$ cat src/rtl/bullets_pkg.sv
`default_nettype none
// ============================================================================
// Module   : bullets_pkg
// Brief    : Shared constants and slot record for the player bullet pool.
// Revision : 1.0
// ============================================================================
package bullets_pkg;

    localparam int NUM_BULLETS = 3;
    localparam int SCREEN_W    = 640;
    localparam int SCREEN_H    = 480;

    localparam logic [7:0] DEFAULT_COLOR = 8'hFC;

    typedef struct packed {
        logic        active;
        logic [10:0] x;
        logic [10:0] y;
    } slot_t;

endpackage
`default_nettype wire

$ cat src/rtl/bullet_slot.sv
`default_nettype none
// ============================================================================
// Module   : bullet_slot
// Brief    : One bullet: spawn, per-frame move, top exit, hit retire, box test.
// Revision : 1.0
// ============================================================================
module bullet_slot
    import bullets_pkg::*;
#(
    parameter int BULLET_W = 4,
    parameter int BULLET_H = 8,
    parameter int SPEED    = 4
) (
    input  logic        clk,
    input  logic        resetN,
    input  logic        i_start_of_frame,
    input  logic        i_hit,
    input  logic        i_spawn,
    input  logic [10:0] i_spawn_x,
    input  logic [10:0] i_spawn_y,
    input  logic [10:0] i_pixel_x,
    input  logic [10:0] i_pixel_y,
    output logic        o_active,
    output logic        o_in_box
);

    slot_t r_slot;

    // Spawn is only ever steered to an idle slot, so it cannot be masked by a hit.
    always_ff @(posedge clk) begin
        if (!resetN) begin
            r_slot <= '0;
        end else if (i_spawn) begin
            r_slot <= '{active: 1'b1, x: i_spawn_x, y: i_spawn_y};
        end else if (i_hit) begin
            r_slot.active <= 1'b0;
        end else if (i_start_of_frame && r_slot.active) begin
            if (r_slot.y >= 11'(SPEED)) begin
                r_slot.y <= r_slot.y - 11'(SPEED);
            end else begin
                r_slot.active <= 1'b0;
            end
        end
    end

    logic [11:0] w_px;
    logic [11:0] w_py;
    logic [11:0] w_x;
    logic [11:0] w_y;

    assign w_px = {1'b0, i_pixel_x};
    assign w_py = {1'b0, i_pixel_y};
    assign w_x  = {1'b0, r_slot.x};
    assign w_y  = {1'b0, r_slot.y};

    assign o_active = r_slot.active;
    assign o_in_box = r_slot.active
                    && (w_px >= w_x) && (w_px < w_x + 12'(BULLET_W))
                    && (w_py >= w_y) && (w_py < w_y + 12'(BULLET_H));

endmodule
`default_nettype wire

$ cat src/rtl/bullets_pool.sv
`default_nettype none
// ============================================================================
// Module   : bullets_pool
// Brief    : Three-slot player bullet pool with fire cooldown and draw requests.
// Revision : 1.0
// ============================================================================
module bullets_pool
    import bullets_pkg::*;
#(
    parameter int         BULLET_W        = 4,
    parameter int         BULLET_H        = 8,
    parameter int         SPEED           = 4,
    parameter int         X_OFFSET        = 14,
    parameter int         COOLDOWN_FRAMES = 8,
    parameter logic [7:0] BULLET_COLOR    = DEFAULT_COLOR
) (
    input  logic                   clk,
    input  logic                   resetN,
    input  logic                   startOfFrame,
    input  logic                   fire,
    input  logic [10:0]            shooterX,
    input  logic [10:0]            shooterY,
    input  logic [10:0]            pixelX,
    input  logic [10:0]            pixelY,
    input  logic [NUM_BULLETS-1:0] hit,
    output logic [NUM_BULLETS-1:0] bulletDrawingRequest,
    output logic [7:0]             bulletRGB,
    output logic                   shotFired
);

    localparam int          CD_W   = $clog2(COOLDOWN_FRAMES + 1);
    localparam logic [11:0] X_MAX  = 12'(SCREEN_W - BULLET_W);

    logic                   r_fire_d;
    logic                   r_pending;
    logic [CD_W-1:0]        r_cooldown;
    logic [NUM_BULLETS-1:0] w_active;
    logic [NUM_BULLETS-1:0] w_in_box;
    logic [NUM_BULLETS-1:0] w_spawn_sel;
    logic                   w_free;
    logic                   w_spawn;
    logic [11:0]            w_sum_x;
    logic [10:0]            w_spawn_x;
    logic [10:0]            w_spawn_y;

    always_comb begin
        w_spawn_sel = '0;
        w_free      = 1'b0;
        for (int i = 0; i < NUM_BULLETS; i++) begin
            if (!w_active[i] && !w_free) begin
                w_spawn_sel[i] = 1'b1;
                w_free         = 1'b1;
            end
        end
    end

    assign w_spawn   = startOfFrame && r_pending && w_free;
    assign w_sum_x   = {1'b0, shooterX} + 12'(X_OFFSET);
    assign w_spawn_x = (w_sum_x > X_MAX) ? X_MAX[10:0] : w_sum_x[10:0];
    assign w_spawn_y = (shooterY < 11'(BULLET_H)) ? 11'd0 : shooterY - 11'(BULLET_H);

    generate
        for (genvar g = 0; g < NUM_BULLETS; g++) begin : g_slot
            bullet_slot #(
                .BULLET_W (BULLET_W),
                .BULLET_H (BULLET_H),
                .SPEED    (SPEED)
            ) u_slot (
                .clk              (clk),
                .resetN           (resetN),
                .i_start_of_frame (startOfFrame),
                .i_hit            (hit[g]),
                .i_spawn          (w_spawn && w_spawn_sel[g]),
                .i_spawn_x        (w_spawn_x),
                .i_spawn_y        (w_spawn_y),
                .i_pixel_x        (pixelX),
                .i_pixel_y        (pixelY),
                .o_active         (w_active[g]),
                .o_in_box         (w_in_box[g])
            );
        end
    endgenerate

    // A frame boundary always consumes the pending request, spawn or not.
    always_ff @(posedge clk) begin
        if (!resetN) begin
            r_fire_d             <= 1'b0;
            r_pending            <= 1'b0;
            r_cooldown           <= '0;
            bulletDrawingRequest <= '0;
            bulletRGB            <= 8'h00;
            shotFired            <= 1'b0;
        end else begin
            r_fire_d <= fire;
            if (startOfFrame) begin
                r_pending <= 1'b0;
            end else if (fire && !r_fire_d && (r_cooldown == '0)) begin
                r_pending <= 1'b1;
            end
            if (w_spawn) begin
                r_cooldown <= CD_W'(COOLDOWN_FRAMES);
            end else if (startOfFrame && (r_cooldown != '0)) begin
                r_cooldown <= r_cooldown - 1'b1;
            end
            bulletDrawingRequest <= w_in_box;
            bulletRGB            <= (|w_in_box) ? BULLET_COLOR : 8'h00;
            shotFired            <= w_spawn;
        end
    end

endmodule
`default_nettype wire

$ cat config.mk
export PLATFORM = sky130hd
export DESIGN_NAME = bullets_pool
export DESIGN_NICKNAME = d
export VERILOG_FILES = /design/src/rtl/bullets_pkg.sv /design/src/rtl/bullet_slot.sv /design/src/rtl/bullets_pool.sv
export SDC_FILE = /design/constraint.sdc
export NUM_CORES = 1
export LEC_CHECK = 0
export ABC_AREA = 1
export CORE_MARGIN = 3
export CORE_UTILIZATION = 45
export CTS_CLUSTER_DIAMETER = 50
export DETAILED_ROUTE_END_ITERATION = 10
export PLACE_DENSITY = 0.73
export SLEW_MARGIN = 20
export SYNTH_ARGS = -nofsm -noshare
export SYNTH_HDL_FRONTEND = slang
export SYNTH_SLANG_ARGS = --single-unit
$ cat constraint.sdc
create_clock -name clk -period 2.6 [get_ports clk]
set_clock_uncertainty 0.1 [all_clocks]
set_input_delay 0.52 -clock clk [delete_from_list [all_inputs] [get_ports clk]]
set_output_delay 0.52 -clock clk [all_outputs]
set_load 0.05 [all_outputs]
==> qor.yml, run 1 <==
critical_path.most_common_cell: "sky130_fd_sc_hd__nor2_1"
dpl-instance-area_mm2: 0.00908
synthMostInstantiatedCell: "sky130_fd_sc_hd__nand2_1"
grt_antenna_before_repair: 0
achievable-frequency_mhz: 417
grt_usage: 0.230
timing_hold_violations_final: 0
min_path_type: "reg2reg"
grt_pass1_wl_um: 36600
antenna_violation_net_count_after_detailed_routing: 0
yosys.area.top_type_share: 0.218
die_ht_um: 139
layout_worst_path_cycle_share: 0.921
syn_area_per_cell_um2: 6.75
root_buffer_selected_by_cts: "sky130_fd_sc_hd__clkbuf_16"
area_growth_syn_to_layout_pct: 18.5
finalWirelength_um: 22300
timing_worst_setup_path_type: "reg2reg"
proportion_of_synthesized_flip_flops_having_asynchronous_set_or_reset: 0
dp_worst_setup_slack_ns: -0.0219
critical_path_required_ns: 2.79
slew_headroom: 0.657
clock-sinks: 80
final_layout_size_suffix_gt1_frac: 0.0830
drt-vias-per-instance: 5.36
rows: 47
global_route.overflow_total: 0
cp-start-kind: "flip-flop"
synth.cell_area_mm2: 0.00793
fin_nets: 1461
initial_core_util: 0.468
die_area_mm2: 0.0192
max_cap_violations: 0
number_of_diodes_added_for_antenna_fixing: 0
synth-seq-cells: 80
yosys_warnings: 0
synth-seq-area-share: 0.202
power.ir.vdd_worst_mv: 0.338
worst_path_max_delay_cell: "sky130_fd_sc_hd__dfxtp_1"
global_route.peak_usage_layer: "met2"
tritoncts_clock_tree: "built"
cts_made_buffers: 9
report.final.slew_viol_count: 0
clock_path_buffers: 2
postSynthCellCount: 1174
use_met3: 0.0469
cp_max_fo: 3
synth.top_cells.by_count: "sky130_fd_sc_hd__nand2_1 (233), sky130_fd_sc_hd__inv_1 (161), sky130_fd_sc_hd__ha_1 (138)"
number_of_synthesized_flops_with_an_enable_pin: 0
route.detailed.drc: 0
design.core.area_mm2: 0.0169
outcome: "finished, final reports clean"
arrival_ns: 2.58
critPathCaptureType: "flip-flop"
drt-initial-drc-count: 551
n_fill_cell: 1635
timing.critical_path.cells: "ha_1, nand2_1, nor2_1, nand3_1, nor3_1, xor2_1, ha_1, nand2_1, nor2_1, nor2_1, nand3_1, nor2_1, nand2_1, nand3_1"
critical_path.max_stage_delay_ns: 0.36
tightest_slew_ns: 0.512
synth_top_cells_by_area: "sky130_fd_sc_hd__ha_1 (22%), sky130_fd_sc_hd__dfxtp_1 (20%), sky130_fd_sc_hd__nand2_1 (11%), sky130_fd_sc_hd__inv_1 (7.6%), sky130_fd_sc_hd__a21oi_1 (7.0%)"
power_density_mw_per_mm2: 378
fin_cells: 1497
met2_track_utilization_from_global_routing: 0.355
setup_slack_ns: 0.204
setup-tns-final_ns: 0
synth_cell_types: 44
timing.critical_path.buf_inv: 0
design_area_mm2: 0.00939
postCtsSetupBuffers: 0
p_leak_nw: 4.29
total_instance_count_after_detailed_placement: 1481
skew_pair_late_insertion_delay_ns: 0.35
fp.dieW_um: 139
drt-pass1-iter-count: 5
use_met1: 0.327
grt_pass1_vias: 7452
timing.final.setup_violations: 0
clk_pin_slew_ns: 0.07
cts_max_level: 3
detailed_place_hpwl_um: 18400
critical_path.top_delay_family: "simple AND/OR/NAND/NOR gates"
synth_largest_area_cell: "sky130_fd_sc_hd__ha_1"
avgRoutedWirePerCell_um: 14.9
synth_ff_type: "sky130_fd_sc_hd__dfxtp_1"
min_period_ns: 2.40
grt_max_degree: 28
vias_post_dr: 8022
io_buffers: 60
finalWeightedCongestion: 0.911
io_pins: 63
## flip-flops by register name, summed over array words and instances, names as in the netlist
register                cells
r_fire_d                    1
bulletDrawingRequest        3
r_cooldown                  4
g_slot.u_slot.o_active      3
shotFired                   1
r_pending                   1
bulletRGB                   1
g_slot.u_slot.r_slot       66
## path summary, 6_finish.rpt
kind / from / to / slack, ns / cells past startpoint
hold reg to reg: r_cooldown[0] / r_cooldown[0] / 0.37 / 2
hold / removal: r_cooldown[0] / r_cooldown[0] / 0.37 / 2
setup / recovery: g_slot[2].u_slot.r_slot[13] / bulletRGB[6] / 0.20 / 14
setup reg to reg: g_slot[2].u_slot.r_slot[13] / bulletRGB[6] / 0.20 / 14
## area by class of cell
class	instances	area, um^2	share of cell area
inverter	169	634	0.0675
clock buffer	12	256	0.0273
tap	220	275	0.0293
clock inverter	4	33.8	0.00360
multi-input combinational	893	5540	0.589
timing repair buffer	119	1060	0.112
sequential	80	1600	0.171
## metal layers
layer | wire [um] | up-vias
met3 | 1650 | 32
li1 | - | 4089
met4 | 471 | 0
met1 | 10500 | 3655
met5 | 0 | -
met2 | 9730 | 246
## power by group
group | switching [W] | internal, W | leakage, nW
clock | 0.000532 | 0.000710 | 0.140
sequential | 0.0000438 | 0.00128 | 0.646
combinational | 0.000565 | 0.000417 | 3.50
total | 0.00114 | 0.00241 | 4.29
## through the flow
stage          power, W  utilization  hold WS, ns
6_report        0.00355        0.555        0.374
5_1_grt         0.00377        0.555        0.408
4_1_cts         0.00356        0.553        0.379
3_5_place_dp    0.00232        0.536        0.369
3_3_place_gp    0.00230        0.536        0.354
2_1_floorplan   0.00197            -        0.344
## cells by family (layout without fill, tap and decap cells)
group	Yosys count	in the layout	synth area share
compound gates	211	211	0.146
flops	80	80	0.202
fa+ha+maj	138	138	0.218
xor+xnor	48	48	0.0530
simple gates	494	494	0.278
buf+inv	202	304	0.103
other cells	1	2	0.000473
## repair_timing
action	in CTS	in global routing
setup endpoints to repair	0	5
hold buffers	0	0
resized for setup	0	6
## worst register-to-register path, cell delays in order, from the launching register on
cell and delay (ns):
sky130_fd_sc_hd__dfxtp_1 0.36, sky130_fd_sc_hd__ha_1 0.19, sky130_fd_sc_hd__nand2_1 0.06, sky130_fd_sc_hd__nor2_1 0.15, sky130_fd_sc_hd__nand3_1 0.15, sky130_fd_sc_hd__nor3_1 0.20
sky130_fd_sc_hd__xor2_1 0.20, sky130_fd_sc_hd__ha_1 0.25, sky130_fd_sc_hd__nand2_1 0.10, sky130_fd_sc_hd__nor2_1 0.05, sky130_fd_sc_hd__nor2_1 0.12, sky130_fd_sc_hd__nand3_1 0.13
sky130_fd_sc_hd__nor2_1 0.10, sky130_fd_sc_hd__nand2_1 0.09, sky130_fd_sc_hd__nand3_1 0.08
## layout by cell type (no fill, tap or decap), types with 41 or more instances in the layout
master,netlist,layout
sky130_fd_sc_hd__ha_1,138,138
sky130_fd_sc_hd__inv_1,161,161
sky130_fd_sc_hd__buf_4,7,58
sky130_fd_sc_hd__a21oi_1,111,111
sky130_fd_sc_hd__dfxtp_1,80,79
sky130_fd_sc_hd__clkdlybuf4s50_1,0,60
sky130_fd_sc_hd__nand2_1,233,233
sky130_fd_sc_hd__o21ai_0,54,54
sky130_fd_sc_hd__nand3_1,77,75
sky130_fd_sc_hd__xor2_1,41,41
sky130_fd_sc_hd__nor2_1,102,101
No activity file was read; power rests on OpenSTA's default activity.
==> run 2: changes to the inputs <==
--- a/config.mk
+++ b/config.mk
@@ -10,6 +10,7 @@
 export CORE_UTILIZATION = 45
 export CTS_CLUSTER_DIAMETER = 50
 export DETAILED_ROUTE_END_ITERATION = 10
+export GPL_TIMING_DRIVEN = 0
 export PLACE_DENSITY = 0.73
 export SLEW_MARGIN = 20
 export SYNTH_ARGS = -nofsm -noshare
==> run 2 against run 1 <==
Sequential power about the same; setup slack got worse by 0.053 ns; final area decreased by 2.2%; first-iteration DRC count increased by 13%; clock power increased by 6%; critical path depth decreased by 1; global-route usage decreased by 0.80 points; non-clock buffer count decreased by 27; power increased by 0.67%; sequential cell count unchanged; sequential share of layout area increased by 0.39 points; register-to-register slack about the same; critical endpoint is now g_slot[2].u_slot.r_slot[8]; largest cell class unchanged.
==> qor.yml, run 2 (synthesis gave the netlist of run 1 again) <==
clock_path_buffers: 2
global_route.overflow_total: 0
power.share.combinational: 0.263
worst-r2r-setup-slack_ns: 0.20
number_of_diodes_added_for_antenna_fixing: 0
min_from: "r_cooldown[0]"
timing_hold_violations_final: 0
power_density_mw_per_mm2: 389
min_delay_path_depth: 2
arrival_ns: 2.56
timing.final.setup_violations: 0
tritoncts_clock_tree: "built"
clock-sinks: 80
worst_path_max_delay_cell: "sky130_fd_sc_hd__clkdlybuf4s50_1"
avgRoutedWirePerCell_um: 14.8
worstReg2RegEnd: "bulletRGB[6]"
rows: 47
drt-vias-per-instance: 5.31
fin_nets: 1434
critical_path.reg2reg.startpoint: "g_slot[2].u_slot.r_slot[3]"
setup.worst_path.start: "shooterY[3]"
achievable-frequency_mhz: 408
drt-pass1-iter-count: 7
grt_pass1_vias: 7213
clkPwrFrac: 0.366
report.final.slew_viol_count: 0
power.switching_fraction: 0.320
critical_path.max_stage_delay_ns: 0.43
cts_max_level: 3
cp_max_fo: 10
grt_pass1_wl_um: 35300
power_w: 0.00358
most_flops_register: "g_slot.u_slot.r_slot"
clk_pin_slew_ns: 0.06
root_buffer_selected_by_cts: "sky130_fd_sc_hd__clkbuf_16"
cts_made_buffers: 9
hold_path_end: "r_cooldown[0]"
min_path_type: "reg2reg"
timing.critical_path.cells: "clkdlybuf4s50_1, inv_2, ha_1, nand3_1, nor2_2, nand2_1, nor2_4, inv_1, buf_2, nand2_2, nor2_1, o21ai_0, a21oi_1"
mostFrequentLayoutCell: "sky130_fd_sc_hd__nand2_1"
design.core.area_mm2: 0.0169
finalWeightedCongestion: 0.952
critical_path_required_ns: 2.71
setup-tns-final_ns: 0
reg_top3: "g_slot.u_slot.r_slot (66), r_cooldown (4)"
layout_worst_path_cycle_share: 0.942
net-switching-power_w: 0.00114
fp.dieW_um: 139
max_cap_violations: 0
worst_r2r_path_depth: 13
postLayoutCoreUtil: 0.543
p_leak_nw: 4.16
slew_headroom: 0.573
seq_power_share: 0.371
drt-initial-drc-count: 622
critPathCaptureType: "flip-flop"
outcome: "finished, final reports clean"
die_area_mm2: 0.0192
dp_worst_setup_slack_ns: -0.348
route.detailed.drc: 0
antenna_violation_net_count_after_detailed_routing: 0
cp-start-kind: "input pin"
highest_count_cells_in_the_layout_ignoring_fill_and_taps: "sky130_fd_sc_hd__nand2_1 (230), sky130_fd_sc_hd__inv_1 (157), sky130_fd_sc_hd__ha_1 (138), sky130_fd_sc_hd__a21oi_1 (111), sky130_fd_sc_hd__nor2_1 (98)"
die_ht_um: 139
io_buffers: 58
vias_post_dr: 7812
detailed_place_hpwl_um: 17700
area_growth_syn_to_layout_pct: 15.9
number_of_flip_flops_in_the_largest_register: 66
initial_core_util: 0.468
internal_power_w: 0.00243
grt_max_degree: 15
grt_antenna_before_repair: 0
tightest_slew_ns: 0.641
finalWirelength_um: 21800
io_pins: 63
skew_pair_late_insertion_delay_ns: 0.35
grt_usage: 0.222
final_layout_size_suffix_gt1_frac: 0.0712
timing_worst_setup_path_type: "in2reg"
power.ir.vdd_worst_mv: 0.410
setup_slack_ns: 0.151
min_period_ns: 2.45
## run 2: how the worst max path moves through the flow
stage,endpoint,slack (ns)
after global placement,g_slot[2].u_slot.r_slot[8],-0.35
after global routing,bulletRGB[6],-0.02
after detailed placement,g_slot[2].u_slot.r_slot[8],-0.35
final,g_slot[2].u_slot.r_slot[8],0.15
after CTS,g_slot[2].u_slot.r_slot[8],0.01
after floorplan,bulletRGB[6],0.43
## run 2: stage by stage
stage	instance area, um^2	cells	hold slack (ns)
after detailed placement	8790	1453	0.358
after global routing	9190	1470	0.397
after floorplan	7930	1175	0.344
after global placement	8790	1453	0.354
final	9190	1470	0.363
after CTS	9100	1469	0.368
## run 2: power by group through the flow
stage               logic (W)  registers, W  clock network, W
global route          0.00108       0.00133           0.00136
finish               0.000940       0.00133           0.00131
CTS                  0.000929       0.00132           0.00132
global placement     0.000899       0.00135                 0
floorplan            0.000629       0.00134                 0
detailed placement   0.000923       0.00135                 0
## run 2: worst max-delay path, delay by kind of cell
kind	cells	cell delay, ns
fa+ha+maj	1	0.20
buf+inv	4	0.83
simple gates	6	0.72
compound gates	2	0.27
## run 2: per-layer routing
layer / GRT usage / routed length, um
met1: 0.308 / 10300
met2: 0.368 / 10100
met3: 0.0331 / 1100
met5: 0 / 0
met4: 0.0453 / 266
## run 2: timing repair
| item | in CTS | in global routing |
|---|---|---|
| endpoints found under the setup margin | 2 | 31 |
| resized for setup | 1 | 25 |
| pin swaps | 0 | 3 |
| hold buffers | 0 | 0 |
| setup buffers | 0 | 1 |
## run 2: layout make-up
class	count	area (um^2)
clock inverters	6	66.3
well taps	220	275
inverters	169	634
fillers	1668	7740
plain buffers	33	184
repair buffers	59	588
multi-input cells	893	5600
clock buffers	10	239
flip-flops and latches	80	1600
==> run 3: changes to the inputs <==
--- a/config.mk
+++ b/config.mk
@@ -6,7 +6,7 @@
 export NUM_CORES = 1
 export LEC_CHECK = 0
 export ABC_AREA = 1
-export CORE_MARGIN = 3
+export CORE_MARGIN = 4
 export CORE_UTILIZATION = 45
 export CTS_CLUSTER_DIAMETER = 50
 export DETAILED_ROUTE_END_ITERATION = 10
==> run 3 against run 2 <==
Via count is 1.7% higher; sequential share of layout area hardly changed; first-iteration DRC count is 2.6% higher; non-clock buffer count is 3 higher; maximum frequency is 3.5% lower; highest routed layer unchanged.
==> qor.yml, run 3 (synthesis gave the netlist of run 1 again) <==
fin_nets: 1437
detailed_place_hpwl_um: 17900
cts_max_level: 3
cts_made_buffers: 9
outcome: "finished, final reports clean"
power.ir.vdd_worst_mv: 0.417
min_delay_path_depth: 2
layout_worst_path_cycle_share: 0.976
area_growth_syn_to_layout_pct: 16.0
io_buffers: 58
most_flops_register: "g_slot.u_slot.r_slot"
design.core.area_mm2: 0.0173
route.detailed.drc: 0
cts.hold.buffers_added: 0
timing_hold_violations_final: 0
cp_max_fo: 10
setup_repair_after_global_routing_missed_its_margin: "yes"
total_instance_count_after_detailed_placement: 1458
min_period_ns: 2.54
grt_pass1_vias: 7311
die_area_mm2: 0.0198
critical_path_required_ns: 2.72
grt_usage: 0.220
fp.dieW_um: 141
achievable-frequency_mhz: 394
global_route.overflow_total: 0
timing.final.setup_violations: 0
report.final.slew_viol_count: 0
final_layout_size_suffix_gt1_frac: 0.0687
finalWirelength_um: 22000
critPathCaptureType: "flip-flop"
io_pins: 63
tritoncts_clock_tree: "built"
die_ht_um: 141
clock_path_buffers: 2
max_cap_violations: 0
number_of_diodes_added_for_antenna_fixing: 0
highest_count_cells_in_the_layout_ignoring_fill_and_taps: "sky130_fd_sc_hd__nand2_1 (232), sky130_fd_sc_hd__inv_1 (158), sky130_fd_sc_hd__ha_1 (137), sky130_fd_sc_hd__a21oi_1 (111), sky130_fd_sc_hd__nor2_1 (99)"
antenna_violation_net_count_after_detailed_routing: 0
skew_pair_late_insertion_delay_ns: 0.34
drt-initial-drc-count: 638
min_path_type: "reg2reg"
clock-sinks: 80
tightest_slew_ns: 0.674
drt-vias-per-instance: 5.38
postLayoutCoreUtil: 0.532
timing_worst_setup_path_type: "in2reg"
grt_antenna_before_repair: 0
reg_top3: "g_slot.u_slot.r_slot (66), r_cooldown (4)"
mostFrequentLayoutCell: "sky130_fd_sc_hd__nand2_1"
cp-start-kind: "input pin"
rows: 48
clk_pin_slew_ns: 0.06
power_density_mw_per_mm2: 389
fin_cells: 1477
finalWeightedCongestion: 0.945
vias_post_dr: 7945
grt_pass1_wl_um: 35700
grt_max_degree: 13
p_leak_nw: 4.15
slew_headroom: 0.551
arrival_ns: 2.66
root_buffer_selected_by_cts: "sky130_fd_sc_hd__clkbuf_16"
avgRoutedWirePerCell_um: 14.9
number_of_flip_flops_in_the_largest_register: 66
initial_core_util: 0.458
finalHoldWorstSlack_ns: 0.366
worst_r2r_path_depth: 13
drt-pass1-iter-count: 5
## run 3: cell types whose count changed in the layout (fill, tap and decap cells not counted), moves of 2 or more
cell	before	now
sky130_fd_sc_hd__buf_4	8	11
sky130_fd_sc_hd__clkbuf_8	1	3
sky130_fd_sc_hd__clkinv_2	2	0
sky130_fd_sc_hd__clkinv_4	2	0
sky130_fd_sc_hd__dfxtp_1	78	76
sky130_fd_sc_hd__dfxtp_2	2	4
sky130_fd_sc_hd__nand2_1	230	232
sky130_fd_sc_hd__nand2_2	6	4
## run 3: area by class of cell
cell class | instances | area (um^2)
clock buffer | 13 | 270
timing repair buffer | 62 | 611
inverter | 169 | 634
multi-input combinational | 893 | 5570
buffer | 33 | 184
fill | 1741 | 8100
clock inverter | 2 | 37.5
tap | 225 | 282
sequential | 80 | 1610
## run 3: per-stage QoR
stage               total power, W  area, um^2  setup slack [ns]  setup TNS (ns)
floorplan                  0.00197        7930             0.429               0
global placement           0.00225        8790            -0.345           -7.12
detailed placement         0.00228        8790            -0.339           -8.19
CTS                        0.00358        9110           0.00613               0
global route               0.00378        9190           -0.0290         -0.0786
finish                     0.00358        9190            0.0621               0
## run 3: layer usage
layer,up-vias,GRT usage,share of wire
li1,4041,-,-
met5,-,0,0
met3,32,0.0258,0.054
met2,233,0.378,0.47
met1,3639,0.299,0.46
met4,0,0.0423,0.014
## run 3: repair_timing
action                                  in CTS  in global routing
pin swaps                                    0                  4
buffers inserted                             0                  4
endpoints found under the setup margin       2                 30
gates resized for setup                      1                 21
## run 3: path summary, 6_finish.rpt
path / from / to / slack, ns
max: shooterY[3] / g_slot[2].u_slot.r_slot[7] / 0.06
min: r_cooldown[0] / r_cooldown[0] / 0.37
max reg2reg: g_slot[2].u_slot.r_slot[15] / bulletRGB[6] / 0.19
min reg2reg: r_cooldown[0] / r_cooldown[0] / 0.37
## run 3: where the power goes
| part | switching, W | internal, W |
|---|---|---|
| logic | 0.000569 | 0.000378 |
| clock network | 0.000491 | 0.000817 |
| registers | 0.0000404 | 0.00129 |
## run 3: critical path: stages
cell	delay, ns
sky130_fd_sc_hd__clkdlybuf4s50_1	0.43
sky130_fd_sc_hd__inv_2	0.12
sky130_fd_sc_hd__ha_1	0.19
sky130_fd_sc_hd__nand3_1	0.10
sky130_fd_sc_hd__nor2_1	0.18
sky130_fd_sc_hd__nand2_1	0.13
sky130_fd_sc_hd__nor2_2	0.17
sky130_fd_sc_hd__inv_1	0.07
sky130_fd_sc_hd__buf_2	0.20
sky130_fd_sc_hd__nand2_1	0.09
sky130_fd_sc_hd__inv_1	0.09
sky130_fd_sc_hd__o21ai_0	0.28
sky130_fd_sc_hd__nor3_1	0.09
